<file path="config.mk">
export PLATFORM = sky130hd
export DESIGN_NAME = spi_slave_flat
export DESIGN_NICKNAME = d
export VERILOG_FILES = /design/src/rtl/spi_slave_if.sv /design/src/rtl/spi_slave.sv /design/src/flat_wrapper.sv
export SDC_FILE = /design/constraint.sdc
export NUM_CORES = 1
export LEC_CHECK = 0
export BUFFER_PORTS_ARGS = -buffer_cell sky130_fd_sc_hd__buf_2
export CORE_UTILIZATION = 51
export DETAILED_ROUTE_END_ITERATION = 8
export PLACE_DENSITY = 0.75
export SLEW_MARGIN = 25
export SYNTH_ARGS = -nofsm -noshare
export SYNTH_HDL_FRONTEND = slang
export SYNTH_SLANG_ARGS = --single-unit
export TNS_END_PERCENT = 1
</file>
<file path="constraint.sdc">
create_clock -name clk_i -period 2.27 [get_ports clk_i]
set_clock_uncertainty 0.15 [all_clocks]
set_input_delay 0.681 -clock clk_i [delete_from_list [all_inputs] [get_ports clk_i]]
set_output_delay 0.681 -clock clk_i [all_outputs]
set_load 0.1 [all_outputs]
</file>
<file path="src/rtl/spi_slave_if.sv">
// Bus bundle for the SPI slave: the serial pins plus the transmit/receive
// word-level handshake seen by the host logic.
interface spi_slave_if;
    // SPI pins
    logic        spi_clk_i;
    logic        spi_ss_n_i;
    logic        spi_mosi_i;
    logic        spi_miso_o;
    logic        spi_miso_oe_o;
    // Transmit side
    logic [31:0] tx_data_i;
    logic [2:0]  tx_bytes_valid_i;
    logic        tx_load_i;
    logic        tx_ready_o;
    // Receive side
    logic        rx_clear_i;
    logic [31:0] rx_data_o;
    logic [2:0]  rx_bytes_valid_o;
    logic        rx_done_o;
    logic        overrun_o;

    // Seen from the slave block itself
    modport slave (
        input  spi_clk_i,
        input  spi_ss_n_i,
        input  spi_mosi_i,
        output spi_miso_o,
        output spi_miso_oe_o,
        input  tx_data_i,
        input  tx_bytes_valid_i,
        input  tx_load_i,
        output tx_ready_o,
        input  rx_clear_i,
        output rx_data_o,
        output rx_bytes_valid_o,
        output rx_done_o,
        output overrun_o
    );

    // Seen from the SPI master / host driving the block
    modport master (
        output spi_clk_i,
        output spi_ss_n_i,
        output spi_mosi_i,
        input  spi_miso_o,
        input  spi_miso_oe_o,
        output tx_data_i,
        output tx_bytes_valid_i,
        output tx_load_i,
        input  tx_ready_o,
        output rx_clear_i,
        input  rx_data_o,
        input  rx_bytes_valid_o,
        input  rx_done_o,
        input  overrun_o
    );
endinterface

</file>
<file path="src/rtl/spi_slave.sv">
// SPI mode-0 slave, MSB first, oversampled by clk_i.
// All SPI pins are brought into the clk_i domain through two-flop
// synchronisers; edges of SCLK and SS_N are detected on the synchronised
// copies. Transmit data is a word of up to four bytes loaded while idle;
// received bytes accumulate into a 32-bit word, newest byte lowest.
module spi_slave #(
    parameter logic MISO_IDLE = 1'b0
) (
    input logic       clk_i,
    input logic       rstn_i,
    spi_slave_if.slave bus
);

    typedef enum logic {
        IDLE   = 1'b0,
        ACTIVE = 1'b1
    } state_t;

    state_t state_reg, state_next;

    // ------------------------------------------------------------------
    // Input synchronisers: index 0 = SCLK, 1 = SS_N, 2 = MOSI
    // ------------------------------------------------------------------
    logic [2:0] sync_in;
    logic [2:0] sync1_reg;
    logic [2:0] sync2_reg;

    assign sync_in = {bus.spi_mosi_i, bus.spi_ss_n_i, bus.spi_clk_i};

    genvar gi;
    generate
        for (gi = 0; gi < 3; gi++) begin : g_sync
            // Two-stage synchroniser for one asynchronous SPI pin
            always_ff @(posedge clk_i or negedge rstn_i) begin
                if (!rstn_i) begin
                    sync1_reg[gi] <= 1'b0;
                    sync2_reg[gi] <= 1'b0;
                end else begin
                    sync1_reg[gi] <= sync_in[gi];
                    sync2_reg[gi] <= sync1_reg[gi];
                end
            end
        end
    endgenerate

    logic sclk_s, ss_n_s, mosi_s;
    assign sclk_s = sync2_reg[0];
    assign ss_n_s = sync2_reg[1];
    assign mosi_s = sync2_reg[2];

    logic sclk_prev_reg, ss_prev_reg;

    // Previous synchronised SCLK / SS_N for edge detection
    always_ff @(posedge clk_i or negedge rstn_i) begin
        if (!rstn_i) begin
            sclk_prev_reg <= 1'b0;
            ss_prev_reg   <= 1'b0;
        end else begin
            sclk_prev_reg <= sclk_s;
            ss_prev_reg   <= ss_n_s;
        end
    end

    logic sclk_rise, sclk_fall, ss_fall, ss_rise;
    assign sclk_rise = sclk_s & ~sclk_prev_reg;
    assign sclk_fall = ~sclk_s & sclk_prev_reg;
    assign ss_fall   = ~ss_n_s & ss_prev_reg;
    assign ss_rise   = ss_n_s & ~ss_prev_reg;

    // ------------------------------------------------------------------
    // Frame state machine
    // ------------------------------------------------------------------
    logic frame_start, frame_end;

    // State register
    always_ff @(posedge clk_i or negedge rstn_i) begin
        if (!rstn_i) begin
            state_reg <= IDLE;
        end else begin
            state_reg <= state_next;
        end
    end

    // Next state and frame boundary strobes
    always_comb begin
        state_next  = state_reg;
        frame_start = 1'b0;
        frame_end   = 1'b0;
        case (state_reg)
            IDLE: begin
                if (ss_fall) begin
                    state_next  = ACTIVE;
                    frame_start = 1'b1;
                end
            end
            ACTIVE: begin
                if (ss_rise) begin
                    state_next = IDLE;
                    frame_end  = 1'b1;
                end
            end
            default: state_next = IDLE;
        endcase
    end

    // ------------------------------------------------------------------
    // Transmit path
    // ------------------------------------------------------------------
    logic        load_ok;
    logic [2:0]  load_bytes;
    logic [31:0] tx_word_reg;
    logic [2:0]  tx_bytes_reg;
    logic [31:0] start_word;
    logic [2:0]  start_bytes;

    assign load_ok    = bus.tx_load_i && (state_reg == IDLE);
    assign load_bytes = (bus.tx_bytes_valid_i > 3'd4) ? 3'd4 : bus.tx_bytes_valid_i;

    // A load arriving in the very cycle the frame opens still feeds that frame
    assign start_word  = load_ok ? bus.tx_data_i : tx_word_reg;
    assign start_bytes = load_ok ? load_bytes    : tx_bytes_reg;

    // Stored transmit word: written while idle, consumed when a frame ends
    always_ff @(posedge clk_i or negedge rstn_i) begin
        if (!rstn_i) begin
            tx_word_reg  <= 32'd0;
            tx_bytes_reg <= 3'd0;
        end else if (frame_end) begin
            tx_word_reg  <= 32'd0;
            tx_bytes_reg <= 3'd0;
        end else if (load_ok) begin
            tx_word_reg  <= bus.tx_data_i;
            tx_bytes_reg <= load_bytes;
        end
    end

    logic [31:0] tx_shift_reg;
    logic [5:0]  tx_bits_reg;
    logic        miso_reg;

    // MISO shifter: bit 31 appears on frame entry, then one bit per SCLK fall
    always_ff @(posedge clk_i or negedge rstn_i) begin
        if (!rstn_i) begin
            tx_shift_reg <= 32'd0;
            tx_bits_reg  <= 6'd0;
            miso_reg     <= MISO_IDLE;
        end else if (frame_start) begin
            tx_shift_reg <= start_word;
            tx_bits_reg  <= {start_bytes, 3'b000};
            miso_reg     <= (start_bytes != 3'd0) ? start_word[31] : MISO_IDLE;
        end else if (state_reg == IDLE || frame_end) begin
            tx_bits_reg <= 6'd0;
            miso_reg    <= MISO_IDLE;
        end else if (sclk_fall) begin
            if (tx_bits_reg > 6'd1) begin
                tx_shift_reg <= {tx_shift_reg[30:0], 1'b0};
                tx_bits_reg  <= tx_bits_reg - 6'd1;
                miso_reg     <= tx_shift_reg[30];
            end else begin
                tx_bits_reg <= 6'd0;
                miso_reg    <= MISO_IDLE;
            end
        end
    end

    // ------------------------------------------------------------------
    // Receive path
    // ------------------------------------------------------------------
    // Only the seven older bits need storing; the eighth is taken live
    // from the synchroniser when the byte completes.
    logic [6:0]  rx_shift_reg;
    logic [2:0]  rx_cnt_reg;
    logic        byte_done;
    logic [7:0]  new_byte;

    assign byte_done = (state_reg == ACTIVE) && !ss_rise && sclk_rise && (rx_cnt_reg == 3'd7);
    assign new_byte  = {rx_shift_reg, mosi_s};

    // Bit shifter; a partial byte is discarded whenever the frame is not active
    always_ff @(posedge clk_i or negedge rstn_i) begin
        if (!rstn_i) begin
            rx_shift_reg <= 7'd0;
            rx_cnt_reg   <= 3'd0;
        end else if (state_reg != ACTIVE || ss_rise) begin
            rx_shift_reg <= 7'd0;
            rx_cnt_reg   <= 3'd0;
        end else if (sclk_rise) begin
            rx_shift_reg <= {rx_shift_reg[5:0], mosi_s};
            rx_cnt_reg   <= rx_cnt_reg + 3'd1;
        end
    end

    logic [31:0] rx_data_reg;
    logic [2:0]  rx_bytes_reg;
    logic        overrun_reg;

    // Received word; a clear in the same cycle as a completed byte keeps that byte
    always_ff @(posedge clk_i or negedge rstn_i) begin
        if (!rstn_i) begin
            rx_data_reg  <= 32'd0;
            rx_bytes_reg <= 3'd0;
            overrun_reg  <= 1'b0;
        end else if (bus.rx_clear_i) begin
            overrun_reg <= 1'b0;
            if (byte_done) begin
                rx_data_reg  <= {24'd0, new_byte};
                rx_bytes_reg <= 3'd1;
            end else begin
                rx_data_reg  <= 32'd0;
                rx_bytes_reg <= 3'd0;
            end
        end else if (byte_done) begin
            if (rx_bytes_reg == 3'd4) begin
                overrun_reg <= 1'b1;
            end else begin
                rx_data_reg  <= {rx_data_reg[23:0], new_byte};
                rx_bytes_reg <= rx_bytes_reg + 3'd1;
            end
        end
    end

    logic rx_done_reg;

    // One-cycle frame-end pulse, coincides with the first idle cycle
    always_ff @(posedge clk_i or negedge rstn_i) begin
        if (!rstn_i) begin
            rx_done_reg <= 1'b0;
        end else begin
            rx_done_reg <= frame_end;
        end
    end

    assign bus.spi_miso_o       = miso_reg;
    assign bus.spi_miso_oe_o    = (state_reg == ACTIVE);
    assign bus.tx_ready_o       = (state_reg == IDLE);
    assign bus.rx_data_o        = rx_data_reg;
    assign bus.rx_bytes_valid_o = rx_bytes_reg;
    assign bus.rx_done_o        = rx_done_reg;
    assign bus.overrun_o        = overrun_reg;

endmodule

</file>
<file path="src/flat_wrapper.sv">
// flat-port wrapper written by rule: the top's interface ports become plain ports
module spi_slave_flat 
#(
    parameter logic MISO_IDLE = 1'b0
)
  (clk_i, rstn_i, bus_spi_clk_i, bus_spi_ss_n_i, bus_spi_mosi_i, bus_spi_miso_o, bus_spi_miso_oe_o, bus_tx_data_i, bus_tx_bytes_valid_i, bus_tx_load_i, bus_tx_ready_o, bus_rx_clear_i, bus_rx_data_o, bus_rx_bytes_valid_o, bus_rx_done_o, bus_overrun_o);
  spi_slave_if bus_i ();
  input logic clk_i;
  input logic rstn_i;
  input wire logic [$bits(bus_i.spi_clk_i)-1:0] bus_spi_clk_i;
  input wire logic [$bits(bus_i.spi_ss_n_i)-1:0] bus_spi_ss_n_i;
  input wire logic [$bits(bus_i.spi_mosi_i)-1:0] bus_spi_mosi_i;
  output wire logic [$bits(bus_i.spi_miso_o)-1:0] bus_spi_miso_o;
  output wire logic [$bits(bus_i.spi_miso_oe_o)-1:0] bus_spi_miso_oe_o;
  input wire logic [$bits(bus_i.tx_data_i)-1:0] bus_tx_data_i;
  input wire logic [$bits(bus_i.tx_bytes_valid_i)-1:0] bus_tx_bytes_valid_i;
  input wire logic [$bits(bus_i.tx_load_i)-1:0] bus_tx_load_i;
  output wire logic [$bits(bus_i.tx_ready_o)-1:0] bus_tx_ready_o;
  input wire logic [$bits(bus_i.rx_clear_i)-1:0] bus_rx_clear_i;
  output wire logic [$bits(bus_i.rx_data_o)-1:0] bus_rx_data_o;
  output wire logic [$bits(bus_i.rx_bytes_valid_o)-1:0] bus_rx_bytes_valid_o;
  output wire logic [$bits(bus_i.rx_done_o)-1:0] bus_rx_done_o;
  output wire logic [$bits(bus_i.overrun_o)-1:0] bus_overrun_o;
  assign bus_i.spi_clk_i = bus_spi_clk_i;
  assign bus_i.spi_ss_n_i = bus_spi_ss_n_i;
  assign bus_i.spi_mosi_i = bus_spi_mosi_i;
  assign bus_spi_miso_o = bus_i.spi_miso_o;
  assign bus_spi_miso_oe_o = bus_i.spi_miso_oe_o;
  assign bus_i.tx_data_i = bus_tx_data_i;
  assign bus_i.tx_bytes_valid_i = bus_tx_bytes_valid_i;
  assign bus_i.tx_load_i = bus_tx_load_i;
  assign bus_tx_ready_o = bus_i.tx_ready_o;
  assign bus_i.rx_clear_i = bus_rx_clear_i;
  assign bus_rx_data_o = bus_i.rx_data_o;
  assign bus_rx_bytes_valid_o = bus_i.rx_bytes_valid_o;
  assign bus_rx_done_o = bus_i.rx_done_o;
  assign bus_overrun_o = bus_i.overrun_o;
  spi_slave #(.MISO_IDLE(MISO_IDLE)) u_core (.clk_i(clk_i), .rstn_i(rstn_i), .bus(bus_i));
endmodule
</file>
==> results.toml <==
[worst_setup_path]
critPathMaxStageDelay_ps = 470
path_max_fanout = 8
cp_num_buf_inv = 2
cp_top_family = "compound AO/OA/AOI/OAI gates"
worst-endpoint-arrival_ps = 2460
timing.critical_path.from_type = "flip-flop"
cp-end-kind = "flip-flop"
timing_worst_setup_path_type = "reg -> reg"
slowest_stage = "o31ai_4"
path_cells = "inv_2, ha_1, nor2_4, nor3_4, o31ai_4, clkbuf_16, mux2_4"
required_ps = 2510

[clock_network]
cts_root_buf = "clkbuf_8"
clock_path_buffers = 2
cts.sinks = 129
cts_inserted_buffers = 17
clk_pin_slew_worst_paths_ps = 50
clkLatencyLatePin_ps = 510
h-tree-depth = 4
tritoncts = "yes"

[place]
hpwl_um = 7440
numPortBuffers = 81
place_congestion = 0.882

[timing]
worstMarginPinSlew_ps = 735
fmax_mhz = 452
hold_violations = 0
maxSlewViolCount = 0
period_minus_slack_ps = 2210
tns_ps = 0
finalCritPeriodShare = 0.975
maxSlewHeadroom = 0.509
final-setup-viol-count = 0

[global_route]
antenna_found_initial = 0
grtUsageMet2 = 0.359
gr-usage-met1 = 0.287
use_met3 = 0.0505
grt_pass1_wl_um = 19400
overflow = 0
gr-usage-all-layers = 0.220
grt_max_degree = 67
grt_pass1_vias = 4020
globalRoute.busiestLayer = "met2"

[power_and_ir_drop]
p_per_area_nw_per_um2 = 1030
peakVddDrop_v = 0.000694
p_leak_nw = 3.45

[logic_synthesis]
synth_area_um2 = 5610
synth_nets = 559
syn_inst = 511
synth_cell_types = 45
synth_seq_cells = 129
postSynth.asyncResetShare = 1.00
synthFlopType = "dfrtp_1"
synth_edf_count = 0
yosysWarnings = 0
avgSynthCellArea_um2 = 11.0
seq_area_frac_synth = 0.575

[die]
core_um2 = 10500
die_w_um = 107
die_height_um = 107
start_util = 0.534
die-area_um2 = 11400
io_pins = 82
rows = 37

[route]
ant_nets = 0
drt_wl_total_um = 11800
drt-initial-drc-count = 307
first_pass_iters = 5
routed_via_density = 5.41
routedWlPerCell_um = 15.7
num_vias = 4059
drc = 0

[final_layout]
most-common-layout-cells = "dfrtp_1 (125), nand2_1 (104), buf_2 (77)"
antenna_cells = 0
final_util = 0.660
layout_commonest_cell = "dfrtp_1"
drive_above_1_share = 0.287
area_delta_synth_final_pct = 23.7
nets = 650

[run_status]
status = "finished clean"

[flow_run]
max_cap_viol_count = 0

[worst_hold_path]
min_path_type = "in -> reg"
[cells in the mapped netlist, drive strengths merged (2+ instances only)]
library cell / count / area [um^2]
nand2b: 4 / 25.0
o31ai: 2 / 20.0
dfrtp: 129 / 3230
or4: 2 / 15.0
nor2b: 2 / 12.5
mux2: 31 / 458
a22o: 8 / 70.1
nor2: 44 / 168
buf: 19 / 111
inv: 8 / 30.0
mux2i: 33 / 330
nor4bb: 2 / 20.0
nand3: 3 / 15.0
nor3: 2 / 21.3
nand2: 105 / 397
a21oi: 41 / 205
ha: 6 / 75.1
o21ai: 34 / 170
o22a: 2 / 17.5
clkbuf: 12 / 45.0
o32ai: 3 / 26.3
or3: 5 / 36.3
[through the flow]
step	cell area, um^2	hold WS, ps	power (mW)	cells	worst slack, ps
finish	6940	123	7.17	750	56.1
global route	6940	104	7.51	750	-28.5
detailed placement	6260	185	4.52	713	0.916
CTS	6850	107	7.17	745	10.4
global placement	6260	183	4.43	713	97.5
floorplan	5630	181	4.11	511	-37.5
[path summary, 6_finish.rpt]
kind	from	slack, ps	depth (start not counted)	to
worst max-delay path	u_core.tx_bits_reg[1]	60	7	u_core.tx_shift_reg[21]
worst min-delay path	bus_spi_ss_n_i	120	1	u_core.sync1_reg[1]
worst max register to register	u_core.tx_bits_reg[1]	60	7	u_core.tx_shift_reg[21]
worst min register to register	u_core.sync1_reg[0]	200	0	u_core.sclk_s
max in group asynchronous	rstn_i	850	3	u_core.tx_word_reg[24]
min in group asynchronous	rstn_i	530	2	u_core.tx_word_reg[2]
[logic make-up after synthesis]
logic type / count (synthesis) / share of synthesized area
AND/OR/NAND/NOR: 174 / 0.133
flip-flops: 129 / 0.575
AO/OA/AOI/OAI: 98 / 0.103
multiplexers: 64 / 0.140
buffers and inverters: 39 / 0.0332
adder cells (fa/ha/maj): 6 / 0.0134
XOR/XNOR: 1 / 0.00156
[where the power goes]
part | switching [mW] | leakage [nW] | internal, mW
Combinational | 0.768 | 1.48 | 0.782
Sequential | 0.255 | 1.68 | 2.76
Clock | 0.907 | 0.285 | 1.70
[worst register-to-register path, stage by stage (launching register included)]
cell and delay [ps]:
dfrtp_1 390, inv_2 70, ha_1 220, nor2_4 140, nor3_4 70, o31ai_4 470, clkbuf_16 270, mux2_4 300
[routing by layer]
metal  vias to the layer above  share of wire  wire, um
met1                      2002           0.45      5350
met5                         -              0         0
met3                        13          0.043       513
met4                         0          0.014       167
met2                       111           0.49      5760
li1                       1933              -         -
[layout make-up]
type / instances / area [um^2]
Fill cell: 765 / 3570
Tap cell: 136 / 170
Multi-Input combinational cell: 343 / 2230
Inverter: 8 / 33.8
Timing Repair Buffer: 103 / 701
Sequential cell: 129 / 3240
Clock inverter: 5 / 75.1
Clock buffer: 26 / 498
[timing repair]
action,4_1_cts,5_1_grt
endpoints found under the setup margin,2,31
hold buffers,1,0
setup buffers,0,2
hold endpoints to repair,47,0
pin swaps,0,2
gates resized for setup,2,5
cloned,0,3
Note: power is estimated with default switching activity, not from simulation.
